--- config.mk ---
export PLATFORM = sky130hd
export DESIGN_NAME = gsm_mac_accum
export DESIGN_NICKNAME = d
export VERILOG_FILES = /design/src/rtl/gsm_mac_accum.sv
export SDC_FILE = /design/constraint.sdc
export NUM_CORES = 1
export LEC_CHECK = 0
export CAP_MARGIN = 5
export CORE_ASPECT_RATIO = 0.8
export CORE_MARGIN = 3
export CORE_UTILIZATION = 45
export DETAILED_ROUTE_END_ITERATION = 8
export PLACE_DENSITY = 0.63
export SYNTH_ARGS = -nofsm -noshare
export SYNTH_HDL_FRONTEND = slang
export SYNTH_SLANG_ARGS = --single-unit
--- constraint.sdc ---
create_clock -name clk -period 4.5 [get_ports clk]
set_clock_uncertainty 0.05 [all_clocks]
set_input_delay 1.35 -clock clk [delete_from_list [all_inputs] [get_ports clk]]
set_output_delay 1.35 -clock clk [all_outputs]
set_load 0.02 [all_outputs]
--- src/rtl/gsm_mac_accum.sv ---
// gsm_mac_accum: sums N signed products into a wide accumulator, then rounds half up,
// arithmetic-shifts and saturates the sum to an OUT_W-bit result. Both sides use
// valid/ready handshakes; a result is held until the consumer takes it.
module gsm_mac_accum #(
  parameter int unsigned PW    = 32,
  parameter int unsigned N     = 8,
  parameter int unsigned ACC_W = 40,
  parameter int unsigned SHIFT = 15,
  parameter int unsigned OUT_W = 16
) (
  input  logic             clk,
  input  logic             rst,
  input  logic             in_valid,
  output logic             in_ready,
  input  logic [PW-1:0]    in_prod,
  output logic             out_valid,
  input  logic             out_ready,
  output logic [OUT_W-1:0] out_data,
  output logic             out_sat
);

  localparam int unsigned CW = (N > 1) ? $clog2(N) : 1;
  localparam logic [CW-1:0] CntLast = CW'(N - 1);

  // Rounding constant 2^(SHIFT-1) at ACC_W+1 bits.
  localparam logic [ACC_W:0] RoundK = (ACC_W + 1)'(1) << (SHIFT - 1);

  // Clip bounds for the shifted sum, expressed at ACC_W+1 bits.
  localparam logic signed [ACC_W:0] MaxQ = {{(ACC_W - OUT_W + 2){1'b0}}, {(OUT_W - 1){1'b1}}};
  localparam logic signed [ACC_W:0] MinQ = {{(ACC_W - OUT_W + 2){1'b1}}, {(OUT_W - 1){1'b0}}};
  localparam logic [OUT_W-1:0] MaxOut = {1'b0, {(OUT_W - 1){1'b1}}};
  localparam logic [OUT_W-1:0] MinOut = {1'b1, {(OUT_W - 1){1'b0}}};

  typedef enum logic {StAcc, StOut} state_e;

  state_e state_q, state_d;

  logic [ACC_W-1:0]        acc_q, acc_d;
  logic [CW-1:0]           cnt_q, cnt_d;
  logic [OUT_W-1:0]        data_q, data_d;
  logic                    sat_q, sat_d;

  logic                    accept;
  logic                    last;
  logic [ACC_W-1:0]        prod_ext;
  logic [ACC_W-1:0]        sum;
  logic signed [ACC_W:0]   rnd;
  logic signed [ACC_W:0]   q;

  assign accept   = in_valid && in_ready;
  assign last     = accept && (cnt_q == CntLast);
  assign prod_ext = {{(ACC_W - PW){in_prod[PW-1]}}, in_prod};
  // The width rule on ACC_W guarantees this sum never wraps.
  assign sum      = acc_q + prod_ext;
  // One extra bit so adding the rounding constant to a near-full-scale sum cannot wrap.
  assign rnd      = {sum[ACC_W-1], sum} + RoundK;
  assign q        = rnd >>> SHIFT;

  // State register.
  always_ff @(posedge clk or posedge rst) begin
    if (rst) begin
      state_q <= StAcc;
    end else begin
      state_q <= state_d;
    end
  end

  // Next-state logic: N accepts move to OUT, the output handshake returns to ACC.
  always_comb begin
    state_d = state_q;
    unique case (state_q)
      StAcc: if (last) state_d = StOut;
      StOut: if (out_ready) state_d = StAcc;
      default: state_d = StAcc;
    endcase
  end

  // Handshake outputs decoded from state; in_ready is forced low while reset is held.
  always_comb begin
    in_ready  = (state_q == StAcc) && !rst;
    out_valid = (state_q == StOut);
  end

  // Datapath next-state: accumulate, and on the Nth product round/shift/saturate.
  always_comb begin
    acc_d  = acc_q;
    cnt_d  = cnt_q;
    data_d = data_q;
    sat_d  = sat_q;
    if (accept) begin
      if (last) begin
        acc_d = '0;
        cnt_d = '0;
        if (q > MaxQ) begin
          data_d = MaxOut;
          sat_d  = 1'b1;
        end else if (q < MinQ) begin
          data_d = MinOut;
          sat_d  = 1'b1;
        end else begin
          data_d = q[OUT_W-1:0];
          sat_d  = 1'b0;
        end
      end else begin
        acc_d = sum;
        cnt_d = cnt_q + CW'(1);
      end
    end
  end

  // Datapath registers.
  always_ff @(posedge clk or posedge rst) begin
    if (rst) begin
      acc_q  <= '0;
      cnt_q  <= '0;
      data_q <= '0;
      sat_q  <= 1'b0;
    end else begin
      acc_q  <= acc_d;
      cnt_q  <= cnt_d;
      data_q <= data_d;
      sat_q  <= sat_d;
    end
  end

  assign out_data = data_q;
  assign out_sat  = sat_q;

endmodule

# After elaboration in Yosys (flattened, before gate mapping)
# Index checks and enable logic that the tools add are counted.
dict set report word_totals {
  output_inout_bits 19
  word_cells 26
  reg_bits 61
}
dict set report op_classes {
  n_lt_le_gt_ge 2
  addsub 3
  n_reduce_logical 5
  muxes 9
  n_eq_ne 1
  bitwise 1
}
# op n
set ops {}
lappend ops {{adder 40 x 16 -> 41 bit (second input constant)} 1}
lappend ops {{adder 40 bit} 1}
lappend ops {{two-way mux 40 bit} 1}
lappend ops {{two-way mux 16 bit} 2}
lappend ops {{> comparator 26 x 16 -> 1 bit (second input constant)} 1}
lappend ops {{less-than comparator 26 x 16 -> 1 bit (second input constant)} 1}
lappend ops {{two-way mux 1 bit} 4}
lappend ops {{adder 3 x 1 -> 3 bit (second input constant)} 1}
lappend ops {{== test 3 bit (second input constant)} 1}
lappend ops {{logical AND 1 bit} 3}
lappend ops {{two-way mux 3 bit} 1}
lappend ops {{one-hot mux 1 bit (2 select lines)} 1}
lappend ops {{AND reduction 2 bit} 1}
lappend ops {{logical NOT 1 bit} 1}
lappend ops {{NOT 1 bit} 1}

# Longest topological paths before layout
dict set report depth {
  word_depth 6
  ltp_mapped 17
}

# Worst setup path after synthesis
# No wires, ideal clock.
dict set report synth_path {
  path_kind {input port to flip-flop}
  startpoint {input in_prod[0]}
  endpoint {register data_q[10] (netlist: out_data[10])}
  setup_time_ns 0.129
  arrival_time_ns 4.781
  required_time_ns 4.321
  cell_stages 16
  path_buffers 2
  slack_ns -0.460
  cell_sequence {ha_1 -> fa_1 -> a21oi_1 -> o211ai_2 -> a31oi_1 -> nand2_1 -> xor2_1 -> and3_1 -> buf_4 -> nand4_4 -> or3_4 -> a2111oi_4 -> o22ai_2 -> o21ai_4 -> buf_6 -> o22ai_1}
}
dict set report synth_between {
  elab_chain_len 5
}
# item line
set synth_rtl {}
lappend synth_rtl {{start: declaration} 15} ;# input logic [PW-1:0] in_prod,
lappend synth_rtl {{adder 40 bit (*)} 54} ;# assign sum = acc_q + prod_ext;
lappend synth_rtl {{adder 40 x 16 -> 41 bit (*)} 56} ;# assign rnd = {sum[ACC_W-1], sum} + RoundK;
lappend synth_rtl {{less-than comparator 26 x 16 -> 1 bit} 97} ;# end else if (q < MinQ) begin
lappend synth_rtl {{two-way mux 16 bit} 97}
lappend synth_rtl {{two-way mux 16 bit (*)} 94} ;# if (q > MaxQ) begin
lappend synth_rtl {{end signal: assignment} 121} ;# data_q <= data_d;
lappend synth_rtl {{end: declaration} 40} ;# logic [OUT_W-1:0] data_q, data_d;
# Mark *: on every way between the ends. The rest lies on a longest branch, timed or not.
# A chain may end at the register's enable or synchronous reset.

# Final worst setup path
dict set report layout_path {
  startpoint {input in_prod[3]}
  endpoint {register data_q[2] (netlist: out_data[2])}
}
# The elaborated chain is that of the path after synthesis.

==> flow_metrics.tcl <==
set metrics [dict create \
    grt_use_met3_pct 4.88 \
    violations "negative setup slack" \
    synthesis.instances 701 \
    cts-root-buf "clkbuf_16" \
    synthDistinctLibCells 84 \
    grt_max_degree 50 \
    via_count 6918 \
    dieHeight_um 107 \
    p_per_area_mw_per_mm2 845 \
    fin_nets 1067 \
    grt_pass1_vias 6741 \
    ys_seq_area_share_pct 26.5 \
    setup_viol 16 \
    final_common_cell "buf_4" \
    grt_overflow 0 \
    diodes 0 \
    place_congestion 0.963 \
    hold_buffers 0 \
    io_buffers 54 \
    dp_hpwl_mm 14.8 \
    p_sw_mw 3.66 \
    place_area_mm2 0.00791 \
    finish.instance_area_mm2 0.00981 \
    antenna_found_initial 0 \
    status "finished with violations" \
    maxSlewHeadroom_pct 46.1 \
    end_kind "flip-flop" \
    start_util_pct 46.7 \
    clockBufferDepth 2 \
    ys_seq_elements 61 \
    period_minus_slack_ns 4.72 \
    tns_ns -3.16 \
    use_met1_pct 39.8 \
    ioPinCount 55 \
    pwr-share-seq_pct 11.8 \
    drt_iter0_drc 639 \
    fin_crit_sh_pct 105 \
    peakVddDrop_uv 440 \
    totalPowerFinal_mw 8.28 \
    leakage_nw 4.21 \
    syn2layout_area_growth_pct 70.2 \
    tightest_slew_ns 0.799 \
    worstSkewPairLatency_ns 0.35 \
    internal_power_mw 4.62 \
    cts_tree "done" \
    routed_wl_mm 22.1 \
    hold_ws_ns 0.434 \
    clock_sinks 61 \
    synthesis.area_mm2 0.00576 \
    synth_area_leaders "dfrtp_1 26%, ha_1 9.1%, o21ai_0 5.3%" \
    cp.arrival_ns 4.89 \
    top_usage_layer "met2" \
    hold_viol_final 0 \
    max_freq_ghz 0.212 \
    critPathKind "in -> reg" \
    cp.required_ns 4.67 \
    hold_depth 2 \
    fp.dieArea_mm2 0.0142 \
    yosys_warnings 0 \
    crit_fanout 7 \
    max_cap_viol_count 0 \
    final_cell_mix "238 x buf_4, 73 x nand2_1, 61 x dfrtp_1" \
    antenna_left 0 \
    cts_max_level 3 \
    die_x_um 133 \
    clkTransAtPathRegs_ns 0.06 \
    drc 0 \
    drv_slew 0 \
    grt_pass1_wl_mm 34.2 \
    numCtsBuffers 9 \
    synth_flop_cell "dfrtp_1" \
    num_rows 36 \
    setup_slack_ns -0.216 \
    startpoint_type "input port" \
    routedWlPerCell_um 19.0 \
    ys_async_sr_fraction_pct 100 \
    synth-edff-count 0 \
    dr.pass1.iters 6 \
    core_mm2 0.0123 \
    met2_usage_pct 50.6 \
    switching_share_pct 44.2 \
    synth_area_per_cell_um2 8.22 \
    drive_gt1_share_pct 48.6 \
    final_util_pct 79.5 \
    viasPerCell 5.94 \
    hp-class "reg -> reg" \
    worstRegToRegCells 17 \
    synth_top_area_cell "dfrtp_1" \
    pwr-share-clk_pct 9.4 \
    grt_use_total_pct 29.8 \
    syn_nets 780 \
    synth_top_area_share_pct 26.5 \
    rsz0062_at_grt "yes" \
    power.share.combinational_pct 78.8 \
]
## power groups by stage
stage / registers [mW] / logic [mW] / clock network, mW
after floorplan: 0.912 / 2.74 / 0
after global placement: 0.901 / 4.80 / 0
after detailed placement: 0.908 / 4.88 / 0
after CTS: 0.974 / 5.82 / 0.793
after global routing: 1.00 / 6.96 / 0.814
final: 0.975 / 6.53 / 0.779
## path summary, 6_finish.rpt
path,slack (ns),start,endpoint
max,-0.22,in_prod[3],out_data[2]$_DFFE_PP0P_
min,0.43,out_data[15]$_DFFE_PP0P_,out_data[15]$_DFFE_PP0P_
max reg2reg,0.39,acc_q[1]$_DFFE_PP0P_,out_data[2]$_DFFE_PP0P_
min reg2reg,0.43,out_data[15]$_DFFE_PP0P_,out_data[15]$_DFFE_PP0P_
max in group asynchronous,2.00,rst,out_data[9]$_DFFE_PP0P_
min in group asynchronous,1.40,rst,acc_q[1]$_DFFE_PP0P_
## final cells by class
class                   instances  area (um2)
clock buffers                  10         239
well taps                     171         214
clock inverters                 6        86.3
multi-input cells             588        5190
inverters                      13        48.8
fillers                       805        2530
repair buffers                315        2500
flip-flops and latches         61        1530
## sequential cells by signal, indices dropped and copies added (netlist names)
signal / cells
cnt_q: 3
out_sat: 1
acc_q: 40
out_data: 16
out_valid: 1
## worst max-delay path, cell delays in order
cell and delay (ns):
clkdlybuf4s15_1 0.20, ha_4 0.33, o211ai_1 0.17, o21ai_4 0.19
a22oi_2 0.18, buf_4 0.19, o31ai_4 0.25, xor2_2 0.19
and3_4 0.26, nand4_4 0.17, or3_4 0.41, a2111oi_4 0.37
o22ai_2 0.16, o21ai_4 0.19, buf_8 0.17, o22ai_2 0.09
## stage by stage
stage,instances,worst slack (ns)
2_1_floorplan,701,-0.177
3_3_place_gp,1084,-0.889
3_5_place_dp,1084,-0.943
4_1_cts,1145,-0.150
5_1_grt,1164,-0.352
6_report,1164,-0.216
## cells by family after synthesis
| kind of cell | share of synthesized area, % |
|---|---|
| AO/OA/AOI/OAI | 29.4 |
| XOR/XNOR | 7.10 |
| adder cells (fa/ha/maj) | 9.47 |
| buffers and inverters | 4.23 |
| flip-flops | 26.5 |
| multiplexers | 1.06 |
| AND/OR/NAND/NOR | 22.2 |
## metal layers
| layer | up-vias | share of wire, % |
|---|---|---|
| met1 | 3379 | 44 |
| met3 | 49 | 5.4 |
| met2 | 282 | 48 |
| met4 | 0 | 2.3 |
| met5 | - | 0 |
| li1 | 3208 | - |
## synth_stat cells (all sizes together), types with 3 or more instances
master	count
nand2	82
nor2b	3
nand4	21
a22o	20
o31a	3
a31oi	8
nand3	18
and2	11
o21bai	6
nor3	18
a31o	3
or3	8
xnor2	25
xor2	20
inv	13
buf	23
o31ai	9
a211oi	7
nor2	51
a22oi	3
or2	5
nand2b	3
o211ai	10
a21oi	56
mux2i	5
o21a	4
o21ai	68
o211a	3
nor4	7
dfrtp	61
and3	10
and4	5
a21o	6
o22ai	17
clkbuf	16
a221oi	3
ha	42
a221o	3
## timing repair
action | in CTS | in global routing
setup buffers | 45 | 21
gates resized for setup | 199 | 104
gates cloned | 1 | 0
setup endpoints to repair | 17 | 17
pin swaps | 69 | 84
Power figures use the tool's default switching activity.
